## config.mk

```make
export PLATFORM = sky130hd
export DESIGN_NAME = button_debounce
export DESIGN_NICKNAME = d
export VERILOG_FILES = /design/src/rtl/button_debounce.sv
export SDC_FILE = /design/constraint.sdc
export NUM_CORES = 1
export LEC_CHECK = 0
export BUFFER_PORTS_ARGS = -buffer_cell sky130_fd_sc_hd__buf_4
export CAP_MARGIN = 20
export CORE_MARGIN = 1.5
export CORE_UTILIZATION = 63
export CTS_CLUSTER_SIZE = 40
export DETAILED_ROUTE_END_ITERATION = 12
export PLACE_DENSITY_LB_ADDON = 0.25
export SLEW_MARGIN = 20
export SYNTH_ARGS = -nofsm -noshare
export SYNTH_HDL_FRONTEND = slang
export SYNTH_SLANG_ARGS = --single-unit
```

## constraint.sdc

```tcl
create_clock -name clk -period 2.3 [get_ports clk]
set_input_delay 0.345 -clock clk [delete_from_list [all_inputs] [get_ports clk]]
set_output_delay 0.345 -clock clk [all_outputs]
set_load 0.02 [all_outputs]
```

## src/rtl/button_debounce.sv

```systemverilog
// button_debounce
// Turns one raw, bouncing push-button pin into a clean debounced level plus
// one-cycle press, release and long-press event ticks. Every output is a
// flop in the clk domain.
//
// Ports:
//   clk          system clock, all logic on its rising edge
//   reset        synchronous, active-high reset
//   btn          raw asynchronous button pin, high while pressed
//   level        debounced button state
//   press_tick   one-cycle pulse when a press is accepted
//   release_tick one-cycle pulse when a release is accepted
//   long_tick    one-cycle pulse once per press held for N_LONG+1 cycles
//
// Parameters:
//   N_DEBOUNCE   stable-sample count minus 1 needed to accept a level change
//   N_LONG       hold count minus 1, after an accepted press, before long_tick
module button_debounce #(
  parameter logic [31:0] N_DEBOUNCE = 32'd1_999_999,
  parameter logic [31:0] N_LONG     = 32'd99_999_999
) (
  input  logic clk,
  input  logic reset,
  input  logic btn,
  output logic level,
  output logic press_tick,
  output logic release_tick,
  output logic long_tick
);

  typedef enum logic [1:0] {
    IDLE_LOW  = 2'd0,
    WAIT_HIGH = 2'd1,
    HIGH      = 2'd2,
    WAIT_LOW  = 2'd3
  } state_t;

  logic        s1;
  logic        s2;
  state_t      state;
  state_t      state_n;
  logic [31:0] deb_cnt;
  logic [31:0] deb_cnt_n;
  logic [31:0] hold_cnt;
  logic [31:0] hold_cnt_n;
  logic        long_done;
  logic        long_done_n;
  logic        level_n;
  logic        press_tick_n;
  logic        release_tick_n;
  logic        long_tick_n;

  // Stage: two-flop synchroniser, the only path from the pin into the FSM
  always_ff @(posedge clk) begin
    if (reset) begin
      s1 <= 1'b0;
      s2 <= 1'b0;
    end else begin
      s1 <= btn;
      s2 <= s1;
    end
  end

  // Stage: debounce / long-press next-state logic
  always_comb begin
    state_n        = state;
    deb_cnt_n      = deb_cnt;
    hold_cnt_n     = hold_cnt;
    long_done_n    = long_done;
    level_n        = level;
    press_tick_n   = 1'b0;
    release_tick_n = 1'b0;
    long_tick_n    = 1'b0;

    case (state)
      IDLE_LOW: begin
        if (s2) begin
          state_n   = WAIT_HIGH;
          deb_cnt_n = 32'd0;
        end
      end
      WAIT_HIGH: begin
        if (!s2) begin
          state_n = IDLE_LOW;
        end else if (deb_cnt == N_DEBOUNCE) begin
          state_n      = HIGH;
          level_n      = 1'b1;
          press_tick_n = 1'b1;
          hold_cnt_n   = 32'd0;
          long_done_n  = 1'b0;
        end else begin
          deb_cnt_n = deb_cnt + 32'd1;
        end
      end
      HIGH: begin
        if (!s2) begin
          state_n   = WAIT_LOW;
          deb_cnt_n = 32'd0;
        end
      end
      WAIT_LOW: begin
        // A high sample here is a release bounce: level and hold_cnt carry on.
        if (s2) begin
          state_n = HIGH;
        end else if (deb_cnt == N_DEBOUNCE) begin
          state_n        = IDLE_LOW;
          level_n        = 1'b0;
          release_tick_n = 1'b1;
        end else begin
          deb_cnt_n = deb_cnt + 32'd1;
        end
      end
      default: state_n = IDLE_LOW;
    endcase

    // Hold timing keeps running through release bounces; it freezes once the
    // single long_tick for this press has fired.
    if ((state == HIGH) || (state == WAIT_LOW)) begin
      if (!long_done && (hold_cnt == N_LONG)) begin
        long_tick_n = 1'b1;
        long_done_n = 1'b1;
      end else if (!long_done) begin
        hold_cnt_n = hold_cnt + 32'd1;
      end
    end
  end

  // Stage: registered state and outputs
  always_ff @(posedge clk) begin
    if (reset) begin
      state        <= IDLE_LOW;
      deb_cnt      <= 32'd0;
      hold_cnt     <= 32'd0;
      long_done    <= 1'b0;
      level        <= 1'b0;
      press_tick   <= 1'b0;
      release_tick <= 1'b0;
      long_tick    <= 1'b0;
    end else begin
      state        <= state_n;
      deb_cnt      <= deb_cnt_n;
      hold_cnt     <= hold_cnt_n;
      long_done    <= long_done_n;
      level        <= level_n;
      press_tick   <= press_tick_n;
      release_tick <= release_tick_n;
      long_tick    <= long_tick_n;
    end
  end

endmodule
```

Word-level counts from Yosys, hierarchy flattened:

Cells that the tools add are included.

* input port bits: 3
* flip-flop bits (word level): 73
* output and inout port bits: 4
* word-level logic and storage cells: 71

* add/subtract/negate cells: 2
* bitwise operators: 4
* reduce and logical (&&, ||, !) cells: 11
* mux-type cells: 31
* eq/ne operators: 13

Operators with widths (number)
* $mux 32: 11
* $pmux 32 s4: 1
* $add 32x1->32 const B: 2
* $eq 32x21->1 const B: 1
* $eq 32x27->1 const B: 1
* $mux 2: 6
* $ne 2x2->1 const B: 6
* $mux 1: 11
* $pmux 2 s4: 1
* $reduce_and 4->1: 2
* $ne 3x3->1 const B: 2
* $reduce_or 3->1: 2
* $reduce_and 5->1: 1
* $eq 2x2->1 const B: 2
* $not 1->1: 4
* $eq 2x1->1 const B: 1
* $logic_not 2->1: 1
* $pmux 1 s2: 1
* $reduce_bool 2->1: 1
* $reduce_or 2->1: 1
* $logic_and 1x1->1: 1
* $logic_not 1->1: 1
* $logic_or 1x1->1: 1

Depth between registers and ports, before layout:

* word-level depth: 7
* mapped depth: 8
* depth with buffers taken out: 6

Worst setup path after synthesis:

No wires, ideal clock.

* path kind: register to register
* from: register hold_cnt[0]
* to: register hold_cnt[8]
* data arrival time: 1.832 ns
* path buffers: 2
* cell stages (with the launch flop): 9
* data required time: 2.176 ns
* period minus slack after synthesis: 1.956 ns
* setup time: 0.124 ns
* setup slack: 0.344 ns
* path through: dfxtp_1 > ha_1 > and3_1 > nand4_1 > o31a_1 > clkbuf_1 > buf_1 > nand4b_1 > o211ai_2

* longest elaborated chain between the ends: 4
* elaborated cells on any way between the ends: 6
* those cells by class: 1 x add/sub; 1 x eq/ne; 3 x mux; 1 x reduce/logical

Ends and longest elaborated chain
* start: declaration: RTL line 44 `logic [31:0] hold_cnt;`
* start signal: assignment: RTL line 142 `hold_cnt <= hold_cnt_n;`
* $add 32x1->32 or $eq 32x27->1 (tied branches): RTL line 123, 119
* $mux 32 or $logic_and 1x1->1 (tied branches): RTL line 122, 119
* $mux 32 *: RTL line 119 `if (!long_done && (hold_cnt == N_LONG)) begin`
* $mux 32 *: RTL line 118 `if ((state == HIGH) || (state == WAIT_LOW)) begin`

Every way passes the cells marked *; elsewhere a longest branch is shown, timed or not.
A chain may end at the register's enable or synchronous reset.

Final worst setup path:

* from: register hold_cnt[0]
* to: register hold_cnt[12]

The elaborated chain is that of the path after synthesis.

==> metrics.md <==
| Metric | Value |
|---|---|
| Status | finished, final reports clean |
| Worst Max-Slew Pin Slew | 550 ps |
| Vias in the first global route | 3163 |
| Die H | 81.6 um |
| Nets@finish | 485 |
| Met3 WL | 504 um |
| Combinational fraction of design power | 2.9% |
| Syn nets | 476 |
| Final Critical Period | 2170 ps |
| Total GRT Usage | 28.7% |
| CP max-delay cell | o31a_1 |
| Seq/Total Area, Yosys | 37.5% |
| Routed WL | 9.19 mm |
| Cell Area, Synth | 3890 sq um |
| Clock sink count | 73 |
| Sw Ratio | 23.2% |
| Cell chain of the critical path | ha_1, and3_1, nand4_1, o31a_1, buf_12, nand4b_1, o211ai_2 |
| DR vias | 3702 |
| Initial antenna violation count | 0 |
| DR top layer | met4 |
| P_int | 1.81 mW |
| RePlAce Congestion | 0.894 |
| MaxCap Viol Count | 0 |
| First-pass DRT Iterations | 5 |
| Io pins | 7 |
| Largest net degree at the start of global routing | 56 |
| Area leader, netlist | dfxtp_1 |
| Top area cells in the synthesized netlist | dfxtp_1 38%, nand3_1 5.5%, or4_1 4.4% |
| Port Buffers | 6 |
| Worst-path clk slew | 70 ps |
| Synthesized area per cell | 8.27 sq um |
| Fmax | 0.462 GHz |
| CTS tree | built |
| Final hold violations | 0 |
| WP buf/inv | 1 |
| Top FF cell, synth | dfxtp_1 |
| Dpl hpwl | 6.14 mm |
| Placed cell areas | 4050 sq um |
| Row count | 28 |
| FF+latch area | 1460 sq um |
| CP endpoint kind | register |
| CP arrival | 2410 ps |
| Synthesized flop and latch total | 73 |
| Area Overhead vs Synth | 9.54% |
| # fillers | 473 |
| Met1 WL | 4.45 mm |
| Share of the synthesized area in the top cell type | 37.5% |
| Total gr overflow | 0 |
| Iteration-0 DRC count of the detailed router | 295 |
| LEAKAGE | 1.32 nW |
| Worst hold path type | in -> reg |
| Kind of critical path | reg -> reg |
| Die ar. | 6660 sq um |
| Final setup fails | 0 |
| Switching power | 0.549 mW |
| Part of the cycle the worst path needs | 94.2% |
| Root Buffer | clkbuf_8 |
| Layout cell share with drive strength beyond 1 | 11.8% |
| Multi-input logic area | 2200 sq um |
| Crit path max-delay family | compound AO/OA/AOI/OAI gates |
| Vias/cell | 6.61 |
| ANT cells | 0 |
| Met2 Wirelength | 4.07 mm |
| Startpoint types | register |
| Die extent in x | 81.6 um |
| DR WL/cell | 16.4 um |
| CTS buffer count | 9 |
| Relative slew slack | 63.4% |
| Remaining antenna violation count | 0 |
| Slew Limit Fails | 0 |
| Crit-path max FO | 20 |
| Ys async rst share | 0% |
| Final Cell Area | 4270 sq um |
| Clk pwr share | 43.3% |
| Synth Instances | 471 |
| H-tree levels | 3 |
| Distinct cells, synth | 48 |
| Cell area power density | 554 nW/um^2 |
| Worst-Skew Late Latency | 360 ps |
| Final clock skew | 9.69 ps |
| Final Power | 2.36 mW |
| Yosys Warn Count | 0 |
| Post-synth EDFFs | 0 |
| First-pass GRT wire length | 14.7 mm |
| Maximum VDD drop | 568 uV |
| Core footprint | 5960 sq um |
| Worst path required time | 2550 ps |
| CP peak stage delay | 540 ps |
| Flop pwr share | 53.8% |
| Initial Util | 65.4% |
| DRC viols | 0 |
| CTS max path bufs | 2 |
-- path summary, 6_finish.rpt --
| kind | start | to | slack, ps | depth (start not counted) |
|---|---|---|---|---|
| hold reg to reg | s1 | s2 | 480 | 1 |
| setup reg to reg | hold_cnt[0] | hold_cnt[12] | 130 | 7 |
| hold / removal | btn | s1 | 210 | 2 |
| setup / recovery | hold_cnt[0] | hold_cnt[12] | 130 | 7 |
-- Yosys cell counts, types with 2 or more instances --
cell,number
buf_2,4
a31oi_1,10
dfxtp_1,73
nor2_1,23
a41oi_1,2
buf_4,2
mux2i_1,2
and2_1,2
nand4_1,23
clkbuf_1,15
or4_1,23
nand3_1,43
o21ai_0,19
nand2_1,35
or3_1,19
xnor2_1,14
buf_6,3
nor3_1,10
a311oi_1,3
nor4b_1,5
and3_1,7
nor4_1,16
nand4b_1,9
a211o_1,2
ha_1,2
o211ai_1,9
inv_1,29
a21oi_1,21
o31ai_1,7
nor2b_1,4
o211ai_2,9
buf_1,2
and4_1,9
-- final cells by class --
type                       count  share of cell area [%]
clock buffer                  11                    3.31
timing repair buffer          24                    4.90
clock inverter                 5                    1.29
sequential                    73                    34.3
inverter                      29                    2.55
multi-input combinational    343                    51.5
tap                           75                    2.20
-- registers in the layout, indices dropped and copies added, names as in the netlist, named ones only --
register      cells
press_tick        1
level             1
hold_cnt         32
release_tick      1
s1                1
long_tick         1
s2                1
long_done         1
deb_cnt          32
state             1
-- metal layers --
layer,track usage [%],vias up
li1,-,1806
met1,40.7,1748
met2,43.6,135
met3,5.44,13
met4,10.0,0
met5,0,-
-- logic make-up after synthesis --
logic type | Yosys count | synth area share, %
AO/OA/AOI/OAI | 88 | 15.9
XOR/XNOR | 14 | 3.15
adder cells (fa/ha/maj) | 2 | 0.642
buffers and inverters | 55 | 6.20
flip-flops | 73 | 37.5
multiplexers | 2 | 0.514
AND/OR/NAND/NOR | 237 | 36.0
-- placed cells by master (no fill, tap or decap), types with 10 or more instances in the layout --
cell type  Yosys  routed
a21oi_1       21      21
a31oi_1       10      10
buf_4          2      21
clkbuf_8       0      10
dfxtp_1       73      72
inv_1         29      29
nand2_1       35      35
nand3_1       43      43
nand4_1       23      23
nor2_1        23      23
nor3_1        10      10
nor4_1        16      16
o21ai_0       19      18
or3_1         19      19
or4_1         23      23
xnor2_1       14      14
-- power groups by stage --
stage	Clock, mW	Sequential, mW	Combinational, mW
2_1_floorplan	0	1.30	0.0451
3_3_place_gp	0	1.30	0.0623
3_5_place_dp	0	1.30	0.0635
4_1_cts	1.03	1.27	0.0638
5_1_grt	1.06	1.27	0.0737
6_report	1.02	1.27	0.0687
-- timing repair --
action	in CTS	in global routing
buffers inserted	0	1
resized for setup	0	2
endpoints found under the setup margin	0	6
hold buffers	0	0
-- metrics by stage --
stage,instances,util (%),hold slack (ps),worst slack (ps),setup TNS (ps)
finish,560,71.6,210,134,0
global route,560,71.6,226,-22.5,-39.6
CTS,559,71.2,212,116,0
detailed placement,543,67.9,469,125,0
global placement,543,67.9,423,234,0
floorplan,471,-,414,344,0
No activity file was read; power rests on OpenSTA's default activity.
